$ cat src/rtl/lsq_pipe.sv
// In-order load/store queue with split request/response memory handshake.
// Optional misalignment trapping is enabled by defining LSQ_MISALIGN_EN.
module lsq_pipe #(
  parameter int DEPTH    = 8,
  parameter int ROB_BITS = 4,
  parameter int WB_PORTS = 2
) (
  input  logic                         clk_in,
  input  logic                         rst_in,
  input  logic                         rdy_in,
  input  logic                         flush,
  input  logic                         in_valid,
  input  logic [3:0]                   in_type,
  input  logic [ROB_BITS-1:0]          in_rob,
  input  logic [31:0]                  in_r1,
  input  logic [31:0]                  in_r2,
  input  logic [ROB_BITS-1:0]          in_dep1,
  input  logic [ROB_BITS-1:0]          in_dep2,
  input  logic                         in_has_dep1,
  input  logic                         in_has_dep2,
  input  logic [11:0]                  in_offset,
  output logic                         full,
  input  logic                         cm_valid,
  input  logic [ROB_BITS-1:0]          cm_rob,
  input  logic [WB_PORTS-1:0]          wb_valid,
  input  logic [WB_PORTS*ROB_BITS-1:0] wb_idx,
  input  logic [WB_PORTS*32-1:0]       wb_value,
  output logic                         out_valid,
  output logic [ROB_BITS-1:0]          out_rob,
  output logic [31:0]                  out_value,
  output logic                         out_exc,
  output logic                         st_done,
  output logic                         mem_req_valid,
  output logic                         mem_req_wr,
  output logic [2:0]                   mem_req_len,
  output logic [31:0]                  mem_req_addr,
  output logic [31:0]                  mem_req_data,
  input  logic                         mem_req_ready,
  input  logic                         mem_resp_valid,
  input  logic [31:0]                  mem_resp_data
);

  localparam int PTR = $clog2(DEPTH);

  localparam logic [1:0] S_IDLE  = 2'd0;
  localparam logic [1:0] S_WAIT  = 2'd1;
  localparam logic [1:0] S_DRAIN = 2'd2;

  typedef struct packed {
    logic                is_store;
    logic [2:0]          funct3;
    logic [ROB_BITS-1:0] rob;
    logic [31:0]         r1;
    logic [31:0]         r2;
    logic [ROB_BITS-1:0] dep1;
    logic [ROB_BITS-1:0] dep2;
    logic                has_dep1;
    logic                has_dep2;
    logic [11:0]         offset;
  } entry_t;

  entry_t           ent [DEPTH];
  logic [DEPTH-1:0] busy;
  logic [PTR-1:0]   head, tail, head_nxt, tail_nxt;
  logic [PTR:0]     count, count_nxt;
  logic [1:0]       state, state_nxt;

  // Lowest channel wins: scan downward so the last hit is the smallest k.
  function automatic logic [32:0] wb_lookup(input logic [ROB_BITS-1:0] tag);
    logic [32:0] r;
    r = '0;
    for (int k = WB_PORTS - 1; k >= 0; k--)
      if (wb_valid[k] && wb_idx[k*ROB_BITS +: ROB_BITS] == tag)
        r = {1'b1, wb_value[k*32 +: 32]};
    return r;
  endfunction

  entry_t      he, new_ent;
  logic [31:0] head_addr;
  logic        eligible, head_mis, accept, exc_pop, resp_pop;
  logic [32:0] wk1 [DEPTH];
  logic [32:0] wk2 [DEPTH];
  logic [32:0] pk1, pk2;

  assign he        = ent[head];
  assign head_addr = he.r1 + {{20{he.offset[11]}}, he.offset};
  assign eligible  = busy[head] && !he.has_dep1 && !he.has_dep2 &&
                     (!he.is_store || (cm_valid && cm_rob == he.rob));

`ifdef LSQ_MISALIGN_EN
  assign head_mis = (he.funct3[1:0] == 2'b01 && head_addr[0]) ||
                    (he.funct3[1:0] == 2'b10 && head_addr[1:0] != 2'b00);
`else
  assign head_mis = 1'b0;
`endif

  assign mem_req_valid = rdy_in && state == S_IDLE && eligible && !head_mis;
  assign mem_req_wr    = he.is_store;
  assign mem_req_len   = he.funct3;
  assign mem_req_addr  = head_addr;
  assign mem_req_data  = he.r2;

  assign accept   = mem_req_valid && mem_req_ready;
  assign exc_pop  = rdy_in && state == S_IDLE && eligible && head_mis;
  assign resp_pop = state == S_WAIT && mem_resp_valid;

  always_comb begin
    for (int i = 0; i < DEPTH; i++) begin
      wk1[i] = wb_lookup(ent[i].dep1);
      wk2[i] = wb_lookup(ent[i].dep2);
    end
    pk1 = wb_lookup(in_dep1);
    pk2 = wb_lookup(in_dep2);
    new_ent.is_store = in_type[3];
    new_ent.funct3   = in_type[2:0];
    new_ent.rob      = in_rob;
    new_ent.dep1     = in_dep1;
    new_ent.dep2     = in_dep2;
    new_ent.offset   = in_offset;
    new_ent.has_dep1 = in_has_dep1 && !pk1[32];
    new_ent.has_dep2 = in_has_dep2 && !pk2[32];
    new_ent.r1       = (in_has_dep1 && pk1[32]) ? pk1[31:0] : in_r1;
    new_ent.r2       = (in_has_dep2 && pk2[32]) ? pk2[31:0] : in_r2;
  end

  logic pop, push, keep_head, clear_all, ld_done, st_pulse, exc_done;

  // NOTE: every signal gets a default before any branch so no latch is inferred.
  always_comb begin
    state_nxt = state;
    head_nxt  = head;
    tail_nxt  = tail;
    count_nxt = count;
    pop       = 1'b0;
    push      = 1'b0;
    keep_head = 1'b0;
    clear_all = 1'b0;
    ld_done   = 1'b0;
    st_pulse  = 1'b0;
    exc_done  = 1'b0;
    if (flush) begin
      clear_all = 1'b1;
      head_nxt  = '0;
      tail_nxt  = '0;
      count_nxt = '0;
      case (state)
        S_IDLE: begin
          if (accept) begin
            if (he.is_store) keep_head = 1'b1;
            else             state_nxt = S_DRAIN;
          end
        end
        S_WAIT: begin
          if (he.is_store) begin
            if (mem_resp_valid) begin
              st_pulse  = 1'b1;
              state_nxt = S_IDLE;
            end else begin
              keep_head = 1'b1;
            end
          end else begin
            state_nxt = mem_resp_valid ? S_IDLE : S_DRAIN;
          end
        end
        default: if (mem_resp_valid) state_nxt = S_IDLE;
      endcase
      // A committed store already handed to memory survives the flush.
      if (keep_head) begin
        clear_all = 1'b0;
        head_nxt  = head;
        tail_nxt  = head + PTR'(1);
        count_nxt = (PTR+1)'(1);
        state_nxt = S_WAIT;
      end
    end else begin
      ld_done  = resp_pop && !he.is_store;
      st_pulse = resp_pop && he.is_store;
      exc_done = exc_pop;
      pop      = resp_pop || exc_pop;
      push     = in_valid && (!full || pop);
      case (state)
        S_IDLE:  if (accept) state_nxt = S_WAIT;
        S_WAIT:  if (mem_resp_valid) state_nxt = S_IDLE;
        default: if (mem_resp_valid) state_nxt = S_IDLE;
      endcase
      head_nxt  = head + PTR'(pop);
      tail_nxt  = tail + PTR'(push);
      count_nxt = count + (PTR+1)'(push) - (PTR+1)'(pop);
    end
  end

  always_ff @(posedge clk_in) begin
    if (rst_in) begin
      state     <= S_IDLE;
      head      <= '0;
      tail      <= '0;
      count     <= '0;
      full      <= 1'b0;
      busy      <= '0;
      out_valid <= 1'b0;
      out_exc   <= 1'b0;
      out_rob   <= '0;
      out_value <= '0;
      st_done   <= 1'b0;
    end else if (rdy_in) begin
      state     <= state_nxt;
      head      <= head_nxt;
      tail      <= tail_nxt;
      count     <= count_nxt;
      full      <= count_nxt == (PTR+1)'(DEPTH);
      out_valid <= ld_done || exc_done;
      out_exc   <= exc_done;
      st_done   <= st_pulse;
      if (ld_done) begin
        out_rob   <= he.rob;
        out_value <= mem_resp_data;
      end else if (exc_done) begin
        out_rob   <= he.rob;
        out_value <= head_addr;
      end
      if (clear_all) begin
        busy <= '0;
      end else if (keep_head) begin
        busy       <= '0;
        busy[head] <= 1'b1;
      end else begin
        if (pop)  busy[head] <= 1'b0;
        if (push) busy[tail] <= 1'b1;
      end
    end
  end

  // NOTE: entry payload has no reset; busy alone decides whether an entry is live.
  always_ff @(posedge clk_in) begin
    if (rdy_in) begin
      for (int i = 0; i < DEPTH; i++) begin
        if (push && tail == PTR'(i)) begin
          ent[i] <= new_ent;
        end else if (busy[i]) begin
          if (ent[i].has_dep1 && wk1[i][32]) begin
            ent[i].r1       <= wk1[i][31:0];
            ent[i].has_dep1 <= 1'b0;
          end
          if (ent[i].has_dep2 && wk2[i][32]) begin
            ent[i].r2       <= wk2[i][31:0];
            ent[i].has_dep2 <= 1'b0;
          end
        end
      end
    end
  end

endmodule

$ cat config.mk
export PLATFORM = sky130hd
export DESIGN_NAME = lsq_pipe
export DESIGN_NICKNAME = d
export VERILOG_FILES = /design/src/rtl/lsq_pipe.sv
export SDC_FILE = /design/constraint.sdc
export NUM_CORES = 2
export LEC_CHECK = 0
export BUFFER_PORTS_ARGS = -buffer_cell sky130_fd_sc_hd__clkbuf_2
export CAP_MARGIN = 30
export CORE_ASPECT_RATIO = 0.9
export CORE_MARGIN = 4
export CORE_UTILIZATION = 55
export CTS_CLUSTER_DIAMETER = 50
export DETAILED_ROUTE_END_ITERATION = 7
export PLACE_DENSITY = 0.74
export SLEW_MARGIN = 0
export SYNTH_ARGS = -nofsm -noshare
export SYNTH_HDL_FRONTEND = slang
export SYNTH_SLANG_ARGS = --single-unit
$ cat constraint.sdc
create_clock -name clk_in -period 6.6 [get_ports clk_in]
set_input_delay 0.66 -clock clk_in [delete_from_list [all_inputs] [get_ports clk_in]]
set_output_delay 0.66 -clock clk_in [all_outputs]
set_load 0.005 [all_outputs]
==> metrics <==
status=complete, no violations; GRT Max-Usage Layer=met2; Lkg Pwr=about 19 nW; first-pass GRT wire length=about 210000 µm; CP Launch Type=flip-flop; Max transition margin=0.302; Worst EP arrival=5.73 ns; Fin. Hold Viols=0; Finished Cell Area=52000 µm²; syn avg cell area=between 10 and 15 µm²; input/output buffers=~320; min-delay src=mem_resp_data[28]; largest net degree at the start of global routing=67; DP Wirelength=86700 µm; worst setup margin=between 0.2 and 0.25 ns; total global-route track usage=0.320; Mapped Area=about 47000 µm²; # fillers=between 6000 and 7000; remaining antenna violation count=0; H-Tree Depth=3; RR Endpoint=ent[5][29]; VDD IR max=about 0.0002 V; Worst-path clk slew=around 0.06 ns; Syn Inst Count=3656; Critical Path Fanout Max=23; via/cell ratio=approximately 6.7; leading post-synthesis cells by cell area=edfxtp_1 48%, mux2i_1 17%, mux4_2 8.2%; Setup Crit Path Kind=flip-flop to output port; Sequential Area=between 20000 and 25000 µm²; Layout area overhead=11.6%; TritonCTS buffer count=99; Final Wtd Congestion=around 0.90; CTS sink cnt=just over 800; Yosys top cell area share=0.483; latest clock arrival within the worst-skew pair=about 0.67 ns; Synth top cells by count=780 x mux2i_1, 750 x edfxtp_1, 276 x clkbuf_1; io pins=approximately 320; area post-placement=48800 µm²; fin nets=approximately 4000; DRT iter0 DRCs=4221; area occupied by multi-input gates=21100 µm²; # DRC=0; hold crit path type=primary input to flip-flop; worst clock skew=between 0.02 and 0.03 ns; Fin Setup TNS=0 ns; post-synthesis sequential area ratio=0.510; Initial Util=0.554; Finished Layout Cells=4961; layout cell share with drive strength beyond 1=0.220; endpoints failing setup=0; register bit total from synthesis=a little over 800; initial antenna violation count=6; Max clock buf depth=3; row cnt=between 100 and 150; DIE HEIGHT=between 200 and 300 µm; Netlist cell types=between 60 and 70; dominant synthesized flop cell=edfxtp_1; GR Util met1=0.431; Power Total=around 12 mW; CTS tree=yes; Worst-Margin Slew=between 1 and 1.5 ns; Root Driver=clkbuf_16; via count=approximately 33000; crit share post-route=0.969; Yosys warning total=0; DP Cell Count=roughly 4800; met3 Resource Use GR=0.0955; WHS Path Cells=3; hold_ws=around 0.23 ns; min Tclk post-route=approximately 6.4 ns; Req. time, crit path=5.94 ns; Mapped Nets=3910; wire per inst=just under 30 µm; Die Area=89600 µm²; final WL=roughly 150000 µm; maximum clock rate=0.156 GHz; Worst R2R Path Depth=9; RSZ-0062 raised after global routing=no; R2R Setup Slk=2.01 ns; cell area power density=~230 nW/µm²; Hold Path Sink=out_value[28]; Die W=approximately 320 µm; Final Slew Violations=0; nature of the critical path endpoint=output port; core area=between 80000 and 90000 µm²; R2R Path Start=state[0]; Placement Setup Slack=between 0.8 and 0.9 ns; Max Cap Violations=0; Post-synth EDFFs=750; Async SR Flop Fraction=0; drt pass-1 iters=6; final global-route overflow total=0; Layout Utilization=0.617; Yosys top cell by area=edfxtp_1; most common cell in the synthesized netlist=mux2i_1; number of global-route vias before repair=between 30000 and 40000; GRT met2 Usage=0.492
[cells in the final DEF (no fill, tap or decap), types with 6 or more instances in the layout]
| master | count |
|---|---|
| mux2i_1 | 780 |
| edfxtp_1 | 750 |
| clkbuf_2 | 319 |
| a21oi_1 | 272 |
| mux4_2 | 169 |
| nor2b_1 | 149 |
| nand2_1 | 146 |
| a211oi_1 | 139 |
| xor2_1 | 121 |
| nor2_1 | 115 |
| clkbuf_16 | 101 |
| buf_4 | 80 |
| mux2_2 | 76 |
| o22ai_1 | 69 |
| dfxtp_1 | 61 |
| xnor2_1 | 54 |
| ha_1 | 40 |
| inv_1 | 33 |
| o21ai_0 | 25 |
| nor4_1 | 23 |
| nor3_1 | 23 |
| o211ai_1 | 21 |
| a21o_1 | 21 |
| clkinv_1 | 21 |
| nand3_1 | 18 |
| nor4_2 | 16 |
| nand2_2 | 16 |
| clkbuf_1 | 16 |
| and3_1 | 10 |
| clkinvlp_4 | 9 |
| bufinv_16 | 8 |
| nand4_1 | 7 |
| inv_6 | 7 |
| clkinv_2 | 7 |
| clkinv_4 | 7 |
| buf_12 | 7 |
| nand3b_1 | 6 |
| a31oi_1 | 6 |
| nand2b_1 | 6 |
[power breakdown]
group          leakage [nW]  switching, mW  internal [mW]
clock                  1.54           2.25           3.14
combinational          10.1          0.642          0.364
sequential             7.14         0.0107           5.67
total                  18.8           2.90           9.17
[area by class of cell]
class,instances,area share
tap,1133,0.0272
clock inverter,65,0.0119
clock buffer,117,0.0497
multi-input combinational,2388,0.406
sequential,814,0.458
timing repair buffer,406,0.0449
antenna,5,0.000240
inverter,33,0.00238
[metal layers]
metal | up-vias | wire, µm | share of wire
li1 | 14100 | - | -
met1 | 16500 | 55100 | 0.37
met2 | 2115 | 67100 | 0.46
met3 | 404 | 18900 | 0.13
met4 | 4 | 5920 | 0.040
met5 | - | 176 | 0.0012
[registers in the layout, indices dropped and copies added, names as in the netlist, named ones only]
signal	count
out_rob	4
busy	8
state	2
full	1
ent	752
out_valid	1
st_done	1
count	4
out_value	32
tail	3
head	3
[how the worst max path moves through the flow]
stage,start,end,cells after the start
floorplan,flip-flop,mem_req_addr[28],18
global placement,flip-flop,mem_req_addr[31],14
detailed placement,flip-flop,mem_req_addr[22],11
CTS,flip-flop,mem_req_addr[22],11
global route,flip-flop,mem_req_addr[22],11
finish,flip-flop,mem_req_addr[22],11
[logic make-up after synthesis]
group                    synth area share
multiplexers                        0.267
flip-flops                          0.510
AO/OA/AOI/OAI                      0.0776
XOR/XNOR                           0.0329
other                           0.0000804
AND/OR/NAND/NOR                    0.0596
buffers and inverters              0.0408
adder cells (fa/ha/maj)            0.0116
[critical path, cell delays in order, from the launching register on]
cell and delay, ns:
dfxtp_4 0.71, mux4_2 0.58, mux2i_1 0.28, inv_1 0.47, ha_1 0.66, o21ai_0 0.21, a2111oi_0 0.50, o211ai_1 0.41
a21oi_1 0.39, mux2i_1 0.12, a221oi_1 0.51, clkbuf_2 0.22
[what timing repair did]
item	4_1_cts	5_1_grt
resized for setup	0	1
setup buffers	0	1
hold buffers	0	0
endpoints found under the setup margin	0	6
Power figures use the tool's default switching activity.
